**src/rtl/uart_alu_ctrl.sv**
```systemverilog
// -----------------------------------------------------------------------------
// uart_alu_ctrl
//
// Command sequencer between a UART receiver and an ALU. It collects a 3-byte
// frame (header with opcode, operand A, operand B), drives the ALU inputs,
// waits a fixed settle time, and then latches the ALU result and flags for
// downstream logic. It recovers from bad headers, inter-byte timeouts and
// bytes that arrive while a command is executing.
//
// Ports:
//   clk          system clock
//   rst_n        asynchronous active-low reset
//   rx_data      received byte, qualified by rx_valid
//   rx_valid     one-cycle strobe per received byte
//   alu_result   combinational ALU result
//   alu_flags    combinational ALU flags {N,Z,C,V}
//   alu_a/alu_b  registered operands to the ALU
//   alu_op       registered opcode to the ALU
//   result/flags latched ALU outputs, held until the next result_valid
//   result_valid one-cycle strobe when result/flags update
//   busy         high whenever the sequencer is not idle
//   err_frame    one-cycle pulse: header byte with wrong upper nibble
//   err_timeout  one-cycle pulse: partial frame abandoned
//   err_overrun  one-cycle pulse: byte dropped while executing
// -----------------------------------------------------------------------------
module uart_alu_ctrl #(
    parameter int         DATA_W         = 8,
    parameter int         OP_W           = 4,
    parameter logic [3:0] HEADER_NIB     = 4'hA,
    parameter int         TIMEOUT_CYCLES = 13020,
    parameter int         SETTLE_CYCLES  = 2,
    parameter int         FLAG_W         = 4
) (
    input  logic              clk,
    input  logic              rst_n,
    input  logic [DATA_W-1:0] rx_data,
    input  logic              rx_valid,
    input  logic [DATA_W-1:0] alu_result,
    input  logic [FLAG_W-1:0] alu_flags,
    output logic [DATA_W-1:0] alu_a,
    output logic [DATA_W-1:0] alu_b,
    output logic [OP_W-1:0]   alu_op,
    output logic [DATA_W-1:0] result,
    output logic [FLAG_W-1:0] flags,
    output logic              result_valid,
    output logic              busy,
    output logic              err_frame,
    output logic              err_timeout,
    output logic              err_overrun
);

    // Counter widths only need to hold the terminal value (count - 1).
    localparam int TMO_W = (TIMEOUT_CYCLES > 2) ? $clog2(TIMEOUT_CYCLES) : 1;
    localparam int SET_W = (SETTLE_CYCLES  > 2) ? $clog2(SETTLE_CYCLES)  : 1;
    localparam logic [TMO_W-1:0] TMO_LAST = TMO_W'(TIMEOUT_CYCLES - 1);
    localparam logic [SET_W-1:0] SET_LAST = SET_W'(SETTLE_CYCLES - 1);

    typedef enum logic [1:0] {IDLE, GET_A, GET_B, EXEC} state_t;

    state_t              state_reg,   state_next;
    logic [TMO_W-1:0]    tmo_cnt_reg, tmo_cnt_next;
    logic [SET_W-1:0]    set_cnt_reg, set_cnt_next;
    logic [DATA_W-1:0]   alu_a_reg,   alu_a_next;
    logic [DATA_W-1:0]   alu_b_reg,   alu_b_next;
    logic [OP_W-1:0]     alu_op_reg,  alu_op_next;
    logic [DATA_W-1:0]   result_reg,  result_next;
    logic [FLAG_W-1:0]   flags_reg,   flags_next;
    logic                rvalid_reg,  rvalid_next;
    logic                eframe_reg,  eframe_next;
    logic                etmo_reg,    etmo_next;
    logic                eovr_reg,    eovr_next;

    logic header_ok;
    assign header_ok = (rx_data[DATA_W-1 -: 4] == HEADER_NIB);

    always_comb begin
        state_next   = state_reg;
        tmo_cnt_next = tmo_cnt_reg;
        set_cnt_next = set_cnt_reg;
        alu_a_next   = alu_a_reg;
        alu_b_next   = alu_b_reg;
        alu_op_next  = alu_op_reg;
        result_next  = result_reg;
        flags_next   = flags_reg;
        rvalid_next  = 1'b0;
        eframe_next  = 1'b0;
        etmo_next    = 1'b0;
        eovr_next    = 1'b0;

        case (state_reg)
            IDLE: begin
                tmo_cnt_next = '0;
                if (rx_valid) begin
                    if (header_ok) begin
                        alu_op_next = rx_data[OP_W-1:0];
                        state_next  = GET_A;
                    end else begin
                        eframe_next = 1'b1;
                    end
                end
            end
            GET_A, GET_B: begin
                // An arriving byte always beats the terminal count.
                if (rx_valid) begin
                    tmo_cnt_next = '0;
                    if (state_reg == GET_A) begin
                        alu_a_next = rx_data;
                        state_next = GET_B;
                    end else begin
                        alu_b_next   = rx_data;
                        set_cnt_next = '0;
                        state_next   = EXEC;
                    end
                end else if (tmo_cnt_reg == TMO_LAST) begin
                    tmo_cnt_next = '0;
                    etmo_next    = 1'b1;
                    state_next   = IDLE;
                end else begin
                    tmo_cnt_next = tmo_cnt_reg + 1'b1;
                end
            end
            EXEC: begin
                // Any byte seen here is dropped, including on the completing edge.
                eovr_next = rx_valid;
                if (set_cnt_reg == SET_LAST) begin
                    result_next  = alu_result;
                    flags_next   = alu_flags;
                    rvalid_next  = 1'b1;
                    set_cnt_next = '0;
                    state_next   = IDLE;
                end else begin
                    set_cnt_next = set_cnt_reg + 1'b1;
                end
            end
            default: state_next = IDLE;
        endcase
    end

    always_ff @(posedge clk or negedge rst_n) begin
        if (!rst_n) begin
            state_reg   <= IDLE;
            tmo_cnt_reg <= '0;
            set_cnt_reg <= '0;
            alu_a_reg   <= '0;
            alu_b_reg   <= '0;
            alu_op_reg  <= '0;
            result_reg  <= '0;
            flags_reg   <= '0;
            rvalid_reg  <= 1'b0;
            eframe_reg  <= 1'b0;
            etmo_reg    <= 1'b0;
            eovr_reg    <= 1'b0;
        end else begin
            state_reg   <= state_next;
            tmo_cnt_reg <= tmo_cnt_next;
            set_cnt_reg <= set_cnt_next;
            alu_a_reg   <= alu_a_next;
            alu_b_reg   <= alu_b_next;
            alu_op_reg  <= alu_op_next;
            result_reg  <= result_next;
            flags_reg   <= flags_next;
            rvalid_reg  <= rvalid_next;
            eframe_reg  <= eframe_next;
            etmo_reg    <= etmo_next;
            eovr_reg    <= eovr_next;
        end
    end

    assign alu_a        = alu_a_reg;
    assign alu_b        = alu_b_reg;
    assign alu_op       = alu_op_reg;
    assign result       = result_reg;
    assign flags        = flags_reg;
    assign result_valid = rvalid_reg;
    assign busy         = (state_reg != IDLE);
    assign err_frame    = eframe_reg;
    assign err_timeout  = etmo_reg;
    assign err_overrun  = eovr_reg;

endmodule

```
**config.mk**
```make
export PLATFORM = sky130hd
export DESIGN_NAME = uart_alu_ctrl
export DESIGN_NICKNAME = d
export VERILOG_FILES = /design/src/rtl/uart_alu_ctrl.sv
export SDC_FILE = /design/constraint.sdc
export NUM_CORES = 1
export LEC_CHECK = 0
export BUFFER_PORTS_ARGS = -buffer_cell sky130_fd_sc_hd__buf_4
export CELL_PAD_IN_SITES_DETAIL_PLACEMENT = 0
export CELL_PAD_IN_SITES_GLOBAL_PLACEMENT = 1
export CORE_UTILIZATION = 43
export CTS_BUF_LIST = sky130_fd_sc_hd__clkbuf_4 sky130_fd_sc_hd__clkbuf_8
export CTS_CLUSTER_DIAMETER = 120
export CTS_CLUSTER_SIZE = 10
export DETAILED_ROUTE_END_ITERATION = 12
export PLACE_DENSITY = 0.92
export SLEW_MARGIN = 20
export SYNTH_ARGS = -nofsm -noshare
export SYNTH_HDL_FRONTEND = slang
export SYNTH_SLANG_ARGS = --single-unit
export TNS_END_PERCENT = 10
```
**constraint.sdc**
```tcl
create_clock -name clk -period 3.4 [get_ports clk]
set_clock_uncertainty 0.2 [all_clocks]
set_input_delay 0.51 -clock clk [delete_from_list [all_inputs] [get_ports clk]]
set_output_delay 0.51 -clock clk [all_outputs]
set_load 0.05 [all_outputs]
```
==> metrics.md, run 1 <==
| Metric | Value |
|---|---|
| Status | complete, no violations |
| Die height | ~75 µm |
| CTS tree | built |
| Final weighted congestion in routability-driven placement | 0.842 |
| All-layer global routing usage | 16.1% |
| Achievable clock frequency | approximately 390 MHz |
| Fraction of the mapped netlist area in simple logic gates | 14.1% |
| Number of top-level pins | 60 |
| Yosys synthesis warning count | 0 |
| PortBufs | between 50 and 60 |
| Total routed wirelength | about 4300 µm |
| Slew of the pin with the lowest slew margin | 0.650 ns |
| Area of the core region | just over 5000 µm² |
| Yosys top cell area share | 57.4% |
| HPWL Detailed | around 3000 µm |
| Number of global-route vias before repair | between 1,000 and 1,500 |
| Number of buffers inserted by hold repair at cts | 0 |
| Post-route setup TNS | 0 ns |
| Number of storage elements in the synthesis netlist | 53 |
| Post-synthesis mux area share | 16.1% |
| Minimum period implied by the final worst setup slack | ~2.6 ns |
| Xor and xnor area share after synthesis | under 10% |
| Signal arrival time at the worst endpoint | approximately 2.6 ns |
| Peak per-stage delay on the critical path | between 0.6 and 0.7 ns |
| Area Growth Syn to Fin | 26.1% |
| Slew Viols, Final | 0 |
| Avg WL per Cell | about 13 µm |
| Number of synthesized flops with an enable pin | 0 |
| Most area-consuming cells after synthesis | dfrtp_1, mux2_2, xnor2_1, mux2_1, nor2_1 |
| Critical-path top delay cell | or4_1 |
| Total area of sequential cells | 1330 µm² |
| Largest area contributor in the synthesized netlist | dfrtp_1 |
| Row count | 26 |
| Class of the most critical hold timing path | input port to async pin |
| Setup violation total in the final timing report | 0 |
| Number of antenna diodes | 0 |
| Clock latency at the later pin of the worst-skew pair | between 0.3 and 0.4 ns |
| Count of routing violations after the opening detailed-route iteration | 37 |
| Final ANT Viol Nets | 0 |
| Worst rel slew slack | 56.7% |
| Detailed-routing iteration count for the pre-antenna-repair pass | 4 |
| Worst EP required | 3.39 ns |
| Most numerous cell in the Yosys netlist | dfrtp_1 |
| Kind of cell with the highest combined delay on the critical path | simple AND/OR/NAND/NOR gates |
| Global-route wire length before repair | about 6600 µm |
| Overall via count from detail_route | 1,582 |
| Largest fanout on the critical path | 5 |
| Clk pin slew, worst setup/hold paths | approximately 0.10 ns |
| Largest buffer count on any clock path | 2 |
| Net count after synthesis | approximately 210 |
| Worst path bufs/invs | 0 |
| Share of synthesized area occupied by flip-flops and latches | between 50% and 60% |
| Async set-reset flop share out of synthesis | 100% |
| Final standard cell utilization of the core | 56.7% |
| Tcrit/Tclk final | between 70% and 80% |
| Ratio of total power to cell area | 1030 nW/µm² |
| Filler cells | roughly 460 |
| Number of flip-flops in the largest register | 14 |
| Clk root buf | clkbuf_8 |
| Starting density of the core | between 40% and 50% |
| LEAKAGE | roughly 0.0013 µW |
| Residual DRC | 0 |
| Most used DFF post-synth | dfrtp_1 |
| CP Cell Sequence | ha_1 -> or4b_1 -> or4_1 -> a21boi_4 -> mux2_1 |
| Congestion Overflow GR | 0 |
| Post-synthesis instance area | approximately 2300 µm² |
| Main combinational cell family by area after synthesis | multiplexers |
| Clock sink total | 53 |
| Overall die area | roughly 5700 µm² |
| CTS buffer count | 5 |
| Arithmetic-cell share of the synthesized area counting full adders, half adders and majority gates | 2.17% |
| Start-to-end type of the worst setup path | flop to flop |
| Die extent in x | between 70 and 80 µm |
| Power, Total | approximately 3000 µW |
| Post-Syn Instances | between 150 and 200 |
| Placed cell areas | between 2000 and 3000 µm² |
| Layout cells sized above 1 | roughly 39% |
| Number of hold-slack violations in the final timing report | 0 |
| Number of cells in the finished layout apart from fillers | roughly 320 |
| Placed Instances | between 300 and 400 |
| Syn Area/Cell | between 10 and 15 µm² |
| Setup repair after global routing missed its margin | no |
| Unique masters post-synth | 32 |
| Pin count of the biggest net entering global routing | 54 |
| Multi-input combinational cell area | approximately 920 µm² |
| CTS H-tree depth | 2 |
| Number of gates resized after cts | 0 |
| Number of antenna violations at the first check in global routing | 0 |
| Commonest cells post-synth | dfrtp_1, mux2_2, nor2_1 |
| Vias per Instance | between 4 and 5 |
| Startpoint Class | flop |
| Final net count | 274 |
| Buffers inserted during post-CTS setup optimization | 0 |
| Compound-cell area share of the yosys netlist | about 3.8% |
| Final Instance Area | 2910 µm² |
| Setup crit end kind | flop |
| Worst vdd rail ir drop | 665 µV |
| Number of max-cap violations | 0 |
-- where the power goes --
group / switching [µW] / internal [µW]
clock: 212 / 168
sequential: 111 / 856
combinational: 1090 / 559
-- kinds of logic (layout without fill, tap and decap cells) --
family,count (synthesis),count (layout)
multiplexers,33,33
buffers and inverters,14,76
XOR/XNOR,10,10
AND/OR/NAND/NOR,61,61
AO/OA/AOI/OAI,11,11
adder cells (fa/ha/maj),4,4
flip-flops,53,53
-- worst paths after layout --
| path | to | cells past startpoint | slack [ns] | start |
|---|---|---|---|---|
| setup / recovery | state_reg[0] | 5 | 0.83 | tmo_cnt_reg[0] |
| hold / removal | tmo_cnt_reg[6] | 1 | 0.02 | rst_n |
| setup reg to reg | state_reg[0] | 5 | 0.83 | tmo_cnt_reg[0] |
| hold reg to reg | result[5] | 1 | 0.30 | result[5] |
| max in group asynchronous | flags[0] | 1 | 2.55 | rst_n |
| min in group clk | result[5] | 2 | 0.21 | alu_result[5] |
-- final cells by class --
| cell class | instances | area share, % |
|---|---|---|
| clock inverter | 2 | 0.558 |
| inverter | 9 | 1.16 |
| multi-input combinational | 119 | 31.7 |
| clock buffer | 6 | 2.84 |
| sequential | 53 | 45.5 |
| timing repair buffer | 59 | 15.2 |
| tap | 70 | 3.01 |
-- metal layers --
layer | wire, µm | global-route usage [%]
met3 | 243 | 4.50
met1 | 1970 | 21.2
met4 | 73 | 6.17
met2 | 2010 | 25.3
met5 | 0 | 0
-- layout by cell type, fill, tap and decap left out, drive strengths merged --
cell	instances
buf	59
dfrtp	53
mux2	33
nor2	14
nand2	12
inv	10
nand3	9
xnor2	9
o21ai	7
clkbuf	6
nor4	5
ha	4
or4	3
nor2b	3
nor3	3
nand4bb	2
nand3b	2
nand4	2
and2	1
nand2b	1
nor4b	1
or4b	1
a21oi	1
nand4b	1
a221oi	1
a21boi	1
xor2	1
o41ai	1
or2	1
clkinvlp	1
-- metrics by stage --
stage	hold WS, ns	setup WS, ns
detailed placement	0.282	0.871
finish	0.0204	0.826
floorplan	0.0144	0.998
global route	0.0832	0.734
global placement	0.277	0.894
CTS	0.0501	0.842
Note: power is estimated with default switching activity, not from simulation.
==> inputs of run 2 (changes only) <==
--- a/config.mk
+++ b/config.mk
@@ -8,12 +8,12 @@
 export BUFFER_PORTS_ARGS = -buffer_cell sky130_fd_sc_hd__buf_4
 export CELL_PAD_IN_SITES_DETAIL_PLACEMENT = 0
 export CELL_PAD_IN_SITES_GLOBAL_PLACEMENT = 1
-export CORE_UTILIZATION = 43
+export CORE_UTILIZATION = 39
 export CTS_BUF_LIST = sky130_fd_sc_hd__clkbuf_4 sky130_fd_sc_hd__clkbuf_8
 export CTS_CLUSTER_DIAMETER = 120
 export CTS_CLUSTER_SIZE = 10
 export DETAILED_ROUTE_END_ITERATION = 12
-export PLACE_DENSITY = 0.92
+export PLACE_DENSITY = 0.88
 export SLEW_MARGIN = 20
 export SYNTH_ARGS = -nofsm -noshare
 export SYNTH_HDL_FRONTEND = slang
==> constraint.sdc (replaced) <==
create_clock -name clk -period 2.1 [get_ports clk]
set_clock_uncertainty 0.2 [all_clocks]
set_input_delay 0.315 -clock clk [delete_from_list [all_inputs] [get_ports clk]]
set_output_delay 0.315 -clock clk [all_outputs]
set_load 0.05 [all_outputs]
==> metrics.md, run 2 (synthesis gave the netlist of run 1 again) <==
| Metric | Value |
|---|---|
| Status | complete, but fails checks |
| Violated checks | setup timing |
| CTS buffer count | 5 |
| Worst rel slew slack | roughly 56% |
| Die extent in x | roughly 79 µm |
| Overall die area | 6230 µm² |
| Number of top-level pins | 60 |
| Avg WL per Cell | 14.0 µm |
| Final standard cell utilization of the core | between 50% and 60% |
| Logic depth of the worst register-to-register path | 5 |
| Ratio of total power to cell area | ~1600 nW/µm² |
| Setup violation total in the final timing report | 11 |
| Power, Total | around 5000 µW |
| Starting density of the core | 41.2% |
| LEAKAGE | around 0.0014 µW |
| All-layer global routing usage | between 10% and 20% |
| Class of the most critical hold timing path | input port to flop |
| Worst Hold Margin | around 0.019 ns |
| Number of global-route vias before repair | ~1,700 |
| Final ANT Viol Nets | 0 |
| Start of the worst register-to-register path | tmo_cnt_reg[1] |
| Startpoint of the most critical setup path | tmo_cnt_reg[1] |
| Least setup slack across all paths after layout | -0.195 ns |
| DP Worst Slack | -0.316 ns |
| Clock latency at the later pin of the worst-skew pair | roughly 0.30 ns |
| Slew Viols, Final | 0 |
| Achievable clock frequency | 436 MHz |
| Setup crit end kind | flop |
| Minimum period implied by the final worst setup slack | approximately 2.3 ns |
| Overall via count from detail_route | roughly 1,700 |
| Count of routing violations after the opening detailed-route iteration | 111 |
| Worst vdd rail ir drop | between 1500 and 2000 µV |
| Final weighted congestion in routability-driven placement | roughly 0.82 |
| Total routed wirelength | between 4000 and 5000 µm |
| Startpoint Class | flop |
| Setup repair after global routing missed its margin | yes |
| Most frequent cells in the layout | buf_4, dfrtp_1, mux2_2 |
| Final net count | approximately 300 |
| Detailed-routing iteration count for the pre-antenna-repair pass | 4 |
| Clk root buf | clkbuf_8 |
| Worst reg2reg path endpoint | state_reg[0] |
| PortBufs | 59 |
| Congestion Overflow GR | 0 |
| Tcrit/Tclk final | 109% |
| Largest buffer count on any clock path | 2 |
| Area of the core region | 5610 µm² |
| Number of flip-flops in the largest register | 14 |
| Start-to-end type of the worst setup path | flop to flop |
| Placed Instances | 337 |
| CTS tree | built |
| Clock sink total | 53 |
| Residual DRC | 0 |
| Vias per Instance | between 4 and 5 |
| Signal arrival time at the worst endpoint | 2.29 ns |
| Number of max-cap violations | 0 |
| Slew of the pin with the lowest slew margin | approximately 0.66 ns |
| Clk pin slew, worst setup/hold paths | about 0.10 ns |
| Layout cells sized above 1 | about 46% |
| Area Growth Syn to Fin | 35.5% |
| Worst setup endpoint | state_reg[0] |
| HPWL Detailed | ~3500 µm |
| Worst EP required | 2.09 ns |
| Row count | 27 |
| Most frequent standard cell in the layout excluding fill and tap cells | buf_4 |
| Number of antenna diodes | 0 |
| Number of hold-slack violations in the final timing report | 0 |
| Largest fanout on the critical path | 5 |
| Die height | roughly 79 µm |
| CTS H-tree depth | 2 |
| Number of antenna violations at the first check in global routing | 0 |
| Pin count of the biggest net entering global routing | 54 |
| Reg-to-reg slack, setup | -0.20 ns |
| Number of cells in the finished layout apart from fillers | roughly 350 |
| Global-route wire length before repair | 8110 µm |
==> run 2: area by class of cell <==
type	count	area, µm²
clock inverter	2	13.8
inverter	9	33.8
timing repair buffer	86	648
multi-input combinational	120	950
clock buffer	5	68.8
tap	72	90.1
fill	505	2480
sequential	53	1330
==> run 2: worst min-delay path by stage <==
stage | from | end | slack [ns] | depth (start not counted)
after floorplan | rst_n | alu_a[0] | -0.18 | 0
after global placement | rst_n | alu_a[2] | 0.19 | 1
after detailed placement | rst_n | alu_a[2] | 0.20 | 1
after CTS | alu_result[6] | result[6] | 0.02 | 2
after global routing | alu_result[1] | result[1] | 0.003 | 2
final | alu_result[6] | result[6] | 0.02 | 2
==> run 2: what timing repair did <==
| item | in CTS | in global routing |
|---|---|---|
| gates resized for setup | 2 | 0 |
| hold endpoints to repair | 53 | 0 |
| setup buffers | 0 | 1 |
| hold buffers | 1 | 0 |
| cloned | 1 | 0 |
| pin swaps | 1 | 0 |
| setup endpoints to repair | 15 | 14 |
==> run 2: through the flow <==
stage / area, µm² / setup TNS [ns]
final: 3130 / -1.73
after detailed placement: 3010 / -3.27
after floorplan: 2320 / -0.726
after CTS: 3120 / -1.48
after global routing: 3130 / -2.82
after global placement: 3010 / -2.58
==> run 2: critical path: stages (launching register included) <==
cell	delay, ns
dfrtp_1	0.39
ha_2	0.19
or4b_1	0.45
or4_4	0.48
a21boi_4	0.17
mux2_4	0.30
==> run 2: routing by layer <==
metal | part of all wire [%] | track usage (%)
met1 | 45 | 21.9
met2 | 51 | 29.0
met3 | 3.3 | 2.87
met4 | 0.99 | 4.91
met5 | 0 | 0
==> run 2: where the power goes <==
part,total (µW),switching [µW],internal (µW)
logic,2860,1810,1050
clock network,572,341,231
registers,1570,183,1390
